==> src/rtl/addsub_pipe_r1.sv <==
// ---------------------------------------------------------------------------
// addsub_pipe_r1
//
// Pipelined integer add/subtract unit with carry/borrow, zero, overflow and
// sign flags. The DATA_WIDTH carry chain is cut into CHUNK_WIDTH slices and
// one slice is resolved per pipeline stage, so the longest combinational
// path is a single CHUNK_WIDTH adder instead of the full-width chain.
//
// Every operation is evaluated as A + B' + k:
//   op 00 ADD : B' =  B, k = 0
//   op 01 SUB : B' = ~B, k = 1
//   op 10 ADC : B' =  B, k = cin
//   op 11 SBB : B' = ~B, k = ~cin
// so op[0] selects inversion and op[1] selects the external carry-in.
//
// Ports
//   clk        : single clock, rising edge
//   rst_n      : asynchronous active-low reset
//   in_valid   : operation on op/input1/input2/cin is valid
//   in_ready   : unit accepts an operation this cycle
//   op         : 00 ADD, 01 SUB, 10 ADC, 11 SBB
//   input1     : operand A
//   input2     : operand B
//   cin        : carry/borrow in (ADC/SBB only)
//   out_valid  : dataOut and the flags hold a result
//   out_ready  : downstream accepts the result
//   dataOut    : result, modulo 2^DATA_WIDTH
//   C          : carry out (ADD/ADC) or borrow (SUB/SBB)
//   Z          : result is zero
//   V          : signed overflow
//   S          : result sign bit
//
// Handshake: an operation is accepted on a rising edge where
// in_valid & in_ready; a result is consumed on a rising edge where
// out_valid & out_ready. in_ready = ~(out_valid & ~out_ready) and never
// looks at in_valid. While the output holds an unconsumed result the whole
// pipeline freezes (no bubble squeezing), so results leave strictly in
// acceptance order and the output is stable until taken.
//
// Latency is NUM_CHUNKS + 1 edges from acceptance: the accept edge loads
// stage 0, each following edge resolves one chunk, and the edge that
// resolves the last chunk loads the output register.
// ---------------------------------------------------------------------------
module addsub_pipe_r1 #(
    parameter int DATA_WIDTH  = 32,
    parameter int CHUNK_WIDTH = 8,
    localparam int NUM_CHUNKS = DATA_WIDTH / CHUNK_WIDTH
) (
    input  logic                  clk,
    input  logic                  rst_n,
    input  logic                  in_valid,
    output logic                  in_ready,
    input  logic [1:0]            op,
    input  logic [DATA_WIDTH-1:0] input1,
    input  logic [DATA_WIDTH-1:0] input2,
    input  logic                  cin,
    output logic                  out_valid,
    input  logic                  out_ready,
    output logic [DATA_WIDTH-1:0] dataOut,
    output logic                  C,
    output logic                  Z,
    output logic                  V,
    output logic                  S
);

    localparam int LAST = NUM_CHUNKS - 1;

    if (DATA_WIDTH % CHUNK_WIDTH != 0) begin : g_bad_width
        $error("addsub_pipe_r1: DATA_WIDTH must be a multiple of CHUNK_WIDTH");
    end

    // -----------------------------------------------------------------------
    // Global stall: the output holds a result nobody has taken yet.
    // -----------------------------------------------------------------------
    logic stall;

    assign stall    = out_valid & ~out_ready;
    assign in_ready = ~stall;

    // -----------------------------------------------------------------------
    // Operand conditioning at entry.
    // -----------------------------------------------------------------------
    logic [DATA_WIDTH-1:0] b_entry;
    logic                  k_entry;

    assign b_entry = op[0] ? ~input2 : input2;
    // ADD 0, SUB 1, ADC cin, SBB ~cin
    assign k_entry = op[1] ? (cin ^ op[0]) : op[0];

    // -----------------------------------------------------------------------
    // Chunk stages. Stage k holds an operation whose chunks 0..k-1 are done.
    //
    // ar_q is a right-shifting register: its low CHUNK_WIDTH bits are the
    // next A chunk to add, and each finished sum chunk is shifted in at the
    // top. After NUM_CHUNKS shifts it holds the complete result in place.
    //
    // b_q only keeps the B' chunks not yet consumed, so it narrows by one
    // chunk per stage.
    // -----------------------------------------------------------------------
    for (genvar k = 0; k < NUM_CHUNKS; k++) begin : g_st
        localparam int BW = DATA_WIDTH - k * CHUNK_WIDTH;

        logic                  vld_q;
        logic                  cy_q;    // carry into this chunk
        logic                  zero_q;  // all earlier chunks were zero
        logic                  sub_q;   // SUB/SBB: flags use borrow rules
        logic                  sa_q;    // sign of A
        logic                  sb_q;    // sign of B (uninverted)
        logic [DATA_WIDTH-1:0] ar_q;
        logic [BW-1:0]         b_q;

        logic [CHUNK_WIDTH:0]  sum;
        logic [DATA_WIDTH-1:0] ar_n;
        logic                  zero_n;

        assign sum = {1'b0, ar_q[CHUNK_WIDTH-1:0]}
                   + {1'b0, b_q[CHUNK_WIDTH-1:0]}
                   + {{CHUNK_WIDTH{1'b0}}, cy_q};

        if (NUM_CHUNKS == 1) begin : g_single
            assign ar_n = sum[CHUNK_WIDTH-1:0];
        end else begin : g_multi
            assign ar_n = {sum[CHUNK_WIDTH-1:0], ar_q[DATA_WIDTH-1:CHUNK_WIDTH]};
        end

        assign zero_n = zero_q & (sum[CHUNK_WIDTH-1:0] == '0);

        if (k == 0) begin : g_entry
            always_ff @(posedge clk or negedge rst_n) begin
                if (!rst_n) begin
                    vld_q  <= 1'b0;
                    cy_q   <= 1'b0;
                    zero_q <= 1'b0;
                    sub_q  <= 1'b0;
                    sa_q   <= 1'b0;
                    sb_q   <= 1'b0;
                    ar_q   <= '0;
                    b_q    <= '0;
                end else if (!stall) begin
                    // in_ready is 1 here, so in_valid alone marks an accept.
                    vld_q  <= in_valid;
                    cy_q   <= k_entry;
                    zero_q <= 1'b1;
                    sub_q  <= op[0];
                    sa_q   <= input1[DATA_WIDTH-1];
                    sb_q   <= input2[DATA_WIDTH-1];
                    ar_q   <= input1;
                    b_q    <= b_entry;
                end
            end
        end else begin : g_link
            localparam int PBW = DATA_WIDTH - (k - 1) * CHUNK_WIDTH;

            always_ff @(posedge clk or negedge rst_n) begin
                if (!rst_n) begin
                    vld_q  <= 1'b0;
                    cy_q   <= 1'b0;
                    zero_q <= 1'b0;
                    sub_q  <= 1'b0;
                    sa_q   <= 1'b0;
                    sb_q   <= 1'b0;
                    ar_q   <= '0;
                    b_q    <= '0;
                end else if (!stall) begin
                    vld_q  <= g_st[k-1].vld_q;
                    cy_q   <= g_st[k-1].sum[CHUNK_WIDTH];
                    zero_q <= g_st[k-1].zero_n;
                    sub_q  <= g_st[k-1].sub_q;
                    sa_q   <= g_st[k-1].sa_q;
                    sb_q   <= g_st[k-1].sb_q;
                    ar_q   <= g_st[k-1].ar_n;
                    b_q    <= g_st[k-1].b_q[PBW-1:CHUNK_WIDTH];
                end
            end
        end
    end

    // -----------------------------------------------------------------------
    // Flag finalisation from the last stage.
    // -----------------------------------------------------------------------
    logic                  last_vld;
    logic                  last_sub;
    logic                  last_sa;
    logic                  last_sb;
    logic [DATA_WIDTH-1:0] fin_data;
    logic                  fin_c;
    logic                  fin_z;
    logic                  fin_v;
    logic                  fin_s;

    assign last_vld = g_st[LAST].vld_q;
    assign last_sub = g_st[LAST].sub_q;
    assign last_sa  = g_st[LAST].sa_q;
    assign last_sb  = g_st[LAST].sb_q;
    assign fin_data = g_st[LAST].ar_n;
    assign fin_s    = fin_data[DATA_WIDTH-1];
    assign fin_z    = g_st[LAST].zero_n;

    // For subtraction the chain computes A + ~B + k, so a missing carry out
    // means a borrow occurred.
    assign fin_c = last_sub ^ g_st[LAST].sum[CHUNK_WIDTH];

    // Overflow in terms of the original (uninverted) B sign.
    always_comb begin
        fin_v = 1'b0;
        if (last_sub) begin
            fin_v = (last_sa != last_sb) && (fin_s == last_sb);
        end else begin
            fin_v = (last_sa == last_sb) && (fin_s != last_sa);
        end
    end

    // -----------------------------------------------------------------------
    // Registered outputs. Data/flags only move when a new result arrives, so
    // they also keep the last result after out_valid drops.
    // -----------------------------------------------------------------------
    always_ff @(posedge clk or negedge rst_n) begin
        if (!rst_n) begin
            out_valid <= 1'b0;
            dataOut   <= '0;
            C         <= 1'b0;
            Z         <= 1'b0;
            V         <= 1'b0;
            S         <= 1'b0;
        end else if (!stall) begin
            out_valid <= last_vld;
            if (last_vld) begin
                dataOut <= fin_data;
                C       <= fin_c;
                Z       <= fin_z;
                V       <= fin_v;
                S       <= fin_s;
            end
        end
    end

endmodule

==> config.mk <==
export PLATFORM = sky130hd
export DESIGN_NAME = addsub_pipe_r1
export DESIGN_NICKNAME = d
export VERILOG_FILES = /design/src/rtl/addsub_pipe_r1.sv
export SDC_FILE = /design/constraint.sdc
export NUM_CORES = 1
export LEC_CHECK = 0
export CAP_MARGIN = 0
export CELL_PAD_IN_SITES_DETAIL_PLACEMENT = 2
export CELL_PAD_IN_SITES_GLOBAL_PLACEMENT = 2
export CORE_ASPECT_RATIO = 1.4
export CORE_MARGIN = 2
export CORE_UTILIZATION = 36
export DETAILED_ROUTE_END_ITERATION = 10
export PLACE_DENSITY_LB_ADDON = 0.1
export SLEW_MARGIN = 20
export SYNTH_ARGS = -nofsm -noshare
export SYNTH_HDL_FRONTEND = slang
export SYNTH_SLANG_ARGS = --single-unit
==> constraint.sdc <==
create_clock -name clk -period 3 [get_ports clk]
set_input_delay 0.6 -clock clk [delete_from_list [all_inputs] [get_ports clk]]
set_output_delay 0.6 -clock clk [all_outputs]
set_load 0.02 [all_outputs]
==> impl_metrics.json, run 1 <==
{
  "cp_max_fo": 10,
  "detailed_routing_iteration_count_for_the_pre_antenna_repair_pass": 4,
  "setup.worst_path.start_class": "input pin",
  "worst_slack_ns": 0.4348,
  "worstSetupPathDepth": 4,
  "r2r_cells": 8,
  "worst-slew-pin-transition_ns": 0.8489,
  "maxSlewViolCount": 0,
  "synth_cell_type_count": 38,
  "maximum_number_of_pins_on_one_net_before_global_route_repair": 190,
  "postCtsResizedCells": 0,
  "viasPerCell": 4.848,
  "outcome": "completed",
  "detail_route.iter0.violations": 218,
  "global_route_wire_length_before_repair_mm": 46.24,
  "layout-drive-gt1-share_pct": 7.016,
  "final_net_count": 1387,
  "placement_rows": 76,
  "total_power_mw": 15.40,
  "unrepaired_setup_endpoints_after_global_routing": "false",
  "drtAntennaViolNets": 0,
  "grt_pass1_vias": 9152,
  "max_cap_check_violation_count": 0,
  "vdd_ir_drop_max_uv": 428.3,
  "final_cell_mix": "nand2_1 (575), dfrtp_1 (264), clkdlybuf4s50_1 (106)",
  "layout_commonest_cell": "nand2_1",
  "timing.max_slew.rel_slack_pct": 43.40,
  "cts.hold.buffers_added": 0,
  "worst_hold_margin_ns": 0.004949,
  "detailed_route_wire_length_per_cell_um": 16.17,
  "syn_avg_cell_area_sq_um": 9.503,
  "critical_path.n_buffers_inverters": 3,
  "synthesis.instances": 1189,
  "crit_top_cell": "clkdlybuf4s50_1",
  "seq_area_frac_synth_pct": 58.47,
  "cts.sinks": 264,
  "initial_core_util_pct": 36.68,
  "setup-violations-final": 0,
  "num_antenna_cells": 0,
  "utilization_pct": 44.41,
  "period_share_pct": 85.51,
  "synth_area_sq_um": 11300,
  "power_leakage_nw": 6.573,
  "die-area_sq_um": 32840,
  "die_w_um": 153.7,
  "cts_inserted_buffers": 28,
  "setup.worst_path.end": "in_ready",
  "die_boundary_height_um": 213.6,
  "clk_transition_reported_paths_ns": 0.06,
  "timing.critical_path.slowest_stage_cell": "clkdlybuf4s50_1",
  "timing.hold.worst.class": "in -> async",
  "cts_max_path_buffers": 3,
  "skew_ns": 0.01130,
  "worst_setup_path_end_kind": "output pin",
  "core_region_area_sq_um": 30810,
  "synth_top_area_share_pct": 58.47,
  "critPathMaxStageDelay_ns": 0.63,
  "synth.net_count": 1296,
  "dpl_worst_slack_ns": 0.4210,
  "tritoncts_clock_tree": "yes",
  "crit_path_cell_trace": "clkdlybuf4s50_1 -> nor2b_4 -> inv_6 -> clkdlybuf4s50_1",
  "synth_seq_cells": 264,
  "dr_total_vias": 8179,
  "cell_family_with_most_cp_delay": "buffers and inverters",
  "number_of_antenna_violations_at_the_first_check_in_global_routing": 0,
  "worstSetupStartpoint": "out_ready",
  "hold_viol_final": 0,
  "clk_root_buffer_cell": "clkbuf_16",
  "grt_usage_pct": 17.25,
  "timing.fmax_mhz": 389.8,
  "worst-setup-path-type": "in -> out",
  "period_minus_slack_ns": 2.565,
  "worst-r2r-setup-slack_ns": 0.46,
  "pwr_cell_area_nw_per_um2": 1125,
  "setup-tns-final_ns": 0,
  "htree_num_levels": 1,
  "timing.critical_path.arrival_ns": 1.97,
  "synth_warnings": 0,
  "postCtsSetupBuffers": 0,
  "grt-ovfl-total": 0,
  "crit_reg_reg_startpoint": "g_st[2].cy_q$_DFFE_PN0N_",
  "port_buffers": 108,
  "top_post_synthesis_cells_by_area": "dfrtp_1 (58%), nand2_1 (19%), xnor2_1 (3.7%)",
  "detailed_place_hpwl_mm": 18.02,
  "post-synth-top-area-cell": "dfrtp_1",
  "remaining_drc_errors": 0,
  "clkLatencyLatePin_ns": 0.56,
  "worst-endpoint-required_ns": 2.40,
  "finalWirelength_mm": 27.27,
  "gp_congestion": 0.7350,
  "critical_path.reg2reg.endpoint": "g_st[3].zero_q$_DFFE_PN0N_",
  "io-pin-count": 109,
  "area_growth_syn_to_layout_pct": 21.08
}
==> metrics by stage <==
| step | instance area (sq um) | instances |
|---|---|---|
| after global placement | 12820 | 1640 |
| after detailed placement | 12820 | 1640 |
| final | 13680 | 1687 |
| after floorplan | 11300 | 1189 |
| after CTS | 13680 | 1687 |
| after global routing | 13680 | 1687 |
==> kinds of logic after synthesis <==
| group | after synthesis | synth area share [%] |
|---|---|---|
| and+or+nand+nor | 619 | 21.08 |
| DFF | 264 | 58.47 |
| AOI/OAI and AO/OA | 115 | 6.201 |
| buffers and inverters | 70 | 2.503 |
| xor gates and xnor gates | 56 | 4.341 |
| adders and majority gates | 36 | 4.518 |
| muxes | 29 | 2.890 |
==> flip-flops by register name, indices dropped and copies added, names as in the netlist <==
register and flops:
g_st.cy_q 4, dataOut 32, g_st.b_q 80, out_valid 1, g_st.sa_q 1, g_st.vld_q 4
g_st.sub_q 4, V 1, g_st.sb_q 4, g_st.ar_q 127, Z 1, C 1
g_st.zero_q 4
==> power breakdown <==
part,total [mW],internal (mW),switching (mW)
logic,5.99,2.56,3.42
clock network,3.29,1.90,1.40
registers,6.12,5.13,0.984
==> worst reg2reg max path: stages, from the launching register on <==
cell and delay, ns:
dfrtp_1 0.40, fa_1 0.49, fa_1 0.46, a211oi_1 0.28, o21bai_1 0.11, a21oi_1 0.23, xnor2_1 0.17, nor3_1 0.09
a22o_1 0.20
==> area by class of cell <==
type	count	area (sq um)
fill	3317	17130
multi-input combinational	855	4420
clock buffer	42	834.6
tap	390	488.0
clock inverter	5	27.53
timing repair buffer	120	1259
sequential	264	6606
inverter	11	46.29
==> how the worst min path moves through the flow <==
stage               slack, ns  depth (start not counted)                         from                      endpoint
CTS                      0.01                          1                        rst_n  g_st[3].ar_q[12]$_DFFE_PN0N_
detailed placement       0.46                          2   g_st[2].b_q[8]$_DFFE_PN0N_    g_st[2].b_q[8]$_DFFE_PN0N_
global placement         0.45                          2  g_st[3].ar_q[9]$_DFFE_PN0N_   g_st[3].ar_q[9]$_DFFE_PN0N_
finish                  0.005                          1                        rst_n  g_st[3].ar_q[12]$_DFFE_PN0N_
global route             0.04                          1                        rst_n  g_st[3].ar_q[12]$_DFFE_PN0N_
floorplan                0.30                          0                        rst_n                 C$_DFFE_PN0P_
==> metal layers <==
| metal | global-route usage (%) | up-vias | wire [um] |
|---|---|---|---|
| met5 | 0 | - | 0 |
| met3 | 2.304 | 22 | 928 |
| met2 | 33.18 | 107 | 14620 |
| met4 | 4.334 | 0 | 417 |
| li1 | - | 3951 | - |
| met1 | 20.22 | 4099 | 11300 |
==> Yosys cell counts <==
cell and count:
a2111oi_1 2, a2111oi_2 1, a211oi_1 4, a211oi_2 3
a21boi_0 1, a21o_1 3, a21oi_1 22, a22o_1 3
a32o_1 1, a41oi_1 1, buf_1 7, buf_2 13
buf_4 1, clkbuf_1 38, dfrtp_1 264, fa_1 8
ha_1 28, inv_1 10, inv_2 1, mux2_2 29
nand2_1 576, nand2b_1 3, nand3_1 6, nand4b_1 2
nor2_1 18, nor2b_1 2, nor3_1 7, nor4_1 1
nor4b_1 3, o21a_1 6, o21ai_0 58, o21ai_1 1
o21bai_1 7, o31ai_1 1, o31ai_2 1, or3_1 1
xnor2_1 48, xor2_1 8
Note: power is estimated with default switching activity, not from simulation.
==> inputs of run 2 (changes only) <==
--- a/config.mk
+++ b/config.mk
@@ -5,7 +5,7 @@
 export SDC_FILE = /design/constraint.sdc
 export NUM_CORES = 1
 export LEC_CHECK = 0
-export CAP_MARGIN = 0
+export CAP_MARGIN = 20
 export CELL_PAD_IN_SITES_DETAIL_PLACEMENT = 2
 export CELL_PAD_IN_SITES_GLOBAL_PLACEMENT = 2
 export CORE_ASPECT_RATIO = 1.4
==> results of run 2 <==
Same layout as run 1: the final DEF is identical, and so are final timing and power.
==> inputs of run 3 (changes only) <==
--- a/config.mk
+++ b/config.mk
@@ -11,7 +11,9 @@
 export CORE_ASPECT_RATIO = 1.4
 export CORE_MARGIN = 2
 export CORE_UTILIZATION = 36
+export CTS_CLUSTER_DIAMETER = 40
 export DETAILED_ROUTE_END_ITERATION = 10
+export MAX_ROUTING_LAYER = met4
 export PLACE_DENSITY_LB_ADDON = 0.1
 export SLEW_MARGIN = 20
 export SYNTH_ARGS = -nofsm -noshare
==> run 3 against run 2 <==
Against the previous run: global-route usage rose by 0.82 points; critical path depth unchanged; worst setup slack got worse by 0.0026 ns; non-clock buffer count stayed put; critical path type unchanged; total power is 5.2% higher; critical endpoint unchanged; via count rose by 0.34%; largest cell class unchanged.
==> impl_metrics.json, run 3 (synthesis results as in run 1) <==
{
  "outcome": "completed",
  "power_leakage_nw": 6.702,
  "grt_usage_pct": 18.07,
  "die_w_um": 153.7,
  "clk_root_buffer_cell": "clkbuf_16",
  "initial_core_util_pct": 36.68,
  "cts.sinks": 264,
  "setup.worst_path.start_class": "input pin",
  "pwr-share-clk_pct": 25.3,
  "power_frac_seq_pct": 37.8,
  "setup-violations-final": 0,
  "layout-drive-gt1-share_pct": 8.168,
  "p_switching_mw": 6.029,
  "port_buffers": 108,
  "met2RoutedLength_mm": 14.47,
  "pwr_cell_area_nw_per_um2": 1161,
  "period_minus_slack_ns": 2.568,
  "met3_length_um": 758,
  "placement_rows": 76,
  "tritoncts_clock_tree": "yes",
  "timing.fmax_mhz": 389.4,
  "uppermost_routed_layer": "met4",
  "timing.max_slew.rel_slack_pct": 41.86,
  "postCtsResizedCells": 0,
  "io-pin-count": 109,
  "clkLatencyLatePin_ns": 0.52,
  "hold_viol_final": 0,
  "maximum_number_of_pins_on_one_net_before_global_route_repair": 190,
  "number_of_antenna_violations_at_the_first_check_in_global_routing": 0,
  "cts_inserted_buffers": 36,
  "finalWirelength_mm": 27.47,
  "worst_hold_margin_ns": 0.02754,
  "cp_max_fo": 10,
  "global_route_wire_length_before_repair_mm": 46.81,
  "timing.critical_path.arrival_ns": 1.97,
  "vdd_ir_drop_max_uv": 384.5,
  "die-area_sq_um": 32840,
  "remaining_drc_errors": 0,
  "final_net_count": 1395,
  "dr_total_vias": 8207,
  "worst_setup_path_end_kind": "output pin",
  "grt-ovfl-total": 0,
  "htree_num_levels": 2,
  "final_cell_mix": "nand2_1 (575), dfrtp_1 (264), clkdlybuf4s50_1 (106)",
  "cts.hold.buffers_added": 0,
  "detailed_routing_iteration_count_for_the_pre_antenna_repair_pass": 4,
  "detail_route.iter0.violations": 223,
  "top_regs": "g_st.ar_q (127), g_st.b_q (80), dataOut (32)",
  "detailed_place_hpwl_mm": 18.02,
  "period_share_pct": 85.59,
  "core_region_area_sq_um": 30810,
  "grt_pass1_vias": 9222,
  "viasPerCell": 4.828,
  "worst-endpoint-required_ns": 2.40,
  "timing.hold.worst.class": "in -> async",
  "area_growth_syn_to_layout_pct": 23.53,
  "unrepaired_setup_endpoints_after_global_routing": "false",
  "dpl_worst_slack_ns": 0.4210,
  "skew_ns": 0.01326,
  "clk_transition_reported_paths_ns": 0.06,
  "layout_commonest_cell": "nand2_1",
  "die_boundary_height_um": 213.6,
  "gp_congestion": 0.7440,
  "setup-tns-final_ns": 0,
  "p_sw_share_pct": 37.21,
  "num_antenna_cells": 0,
  "worst-slew-pin-transition_ns": 0.8720,
  "drtAntennaViolNets": 0,
  "worst_slack_ns": 0.4322,
  "max_cap_check_violation_count": 0,
  "maxSlewViolCount": 0,
  "p_int_mw": 10.17,
  "postCtsSetupBuffers": 0,
  "wl_met1_mm": 11.65,
  "cts_max_path_buffers": 3,
  "regMostFlops": "g_st.ar_q",
  "comb_power_share_pct": 36.9,
  "worst-setup-path-type": "in -> out",
  "detailed_route_wire_length_per_cell_um": 16.16,
  "flip_flop_count_of_the_largest_register_after_layout": 127
}
[run 3: changes by cell type in the layout (fill, tap and decap cells not counted), sizes merged]
cell / before / now
bufinv: 0 / 2
clkinv: 4 / 5
clkinvlp: 1 / 3
inv: 11 / 19
[run 3: routing by layer]
| metal | vias to the layer above | track usage (%) |
|---|---|---|
| met3 | 41 | 2.648 |
| met4 | 0 | 5.093 |
| met2 | 113 | 32.80 |
| li1 | 3977 | - |
| met5 | - | - |
| met1 | 4076 | 20.87 |
[run 3: final cells by class]
class | count | area, sq um
clock inverters | 18 | 183.9
inverters | 11 | 46.29
multi-input cells | 855 | 4420
flip-flops and latches | 264 | 6606
fillers | 3328 | 16850
repair buffers | 120 | 1259
clock buffers | 42 | 954.7
well taps | 390 | 488.0
[run 3: worst paths after layout]
kind,cells after the start,endpoint,slack [ns],startpoint
setup / recovery,4,in_ready,0.43,out_ready
hold / removal,1,g_st[3].ar_q[13]$_DFFE_PN0N_,0.03,rst_n
setup reg to reg,8,g_st[1].cy_q$_DFFE_PN0N_,0.44,g_st[0].cy_q$_DFFE_PN0N_
hold reg to reg,2,g_st[2].b_q[9]$_DFFE_PN0N_,0.46,g_st[2].b_q[9]$_DFFE_PN0N_
max in group asynchronous,2,dataOut[9]$_DFFE_PN0P_,2.20,rst_n
min in group clk,2,g_st[2].b_q[9]$_DFFE_PN0N_,0.46,g_st[2].b_q[9]$_DFFE_PN0N_
[run 3: worst max-delay path, stage by stage]
cell,delay (ns)
clkdlybuf4s50_1,0.51
nor2b_4,0.08
inv_6,0.14
clkdlybuf4s50_1,0.63
[run 3: through the flow]
stage / instance area (sq um) / total power [mW] / cells / utilization, %
after floorplan: 11300 / 10.07 / 1189 / -
after global placement: 12820 / 11.90 / 1640 / 41.61
after detailed placement: 12820 / 12.29 / 1640 / 41.61
after CTS: 13960 / 16.57 / 1700 / 45.31
after global routing: 13960 / 17.58 / 1700 / 45.31
final: 13960 / 16.20 / 1700 / 45.31
[run 3: power groups by stage]
| stage | Combinational [mW] | Clock, mW | Sequential [mW] |
|---|---|---|---|
| after detailed placement | 6.09 | 0 | 6.21 |
| after global placement | 5.79 | 0 | 6.11 |
| after global routing | 6.84 | 4.38 | 6.36 |
| after floorplan | 3.95 | 0 | 6.12 |
| final | 5.98 | 4.09 | 6.13 |
| after CTS | 6.17 | 4.23 | 6.17 |
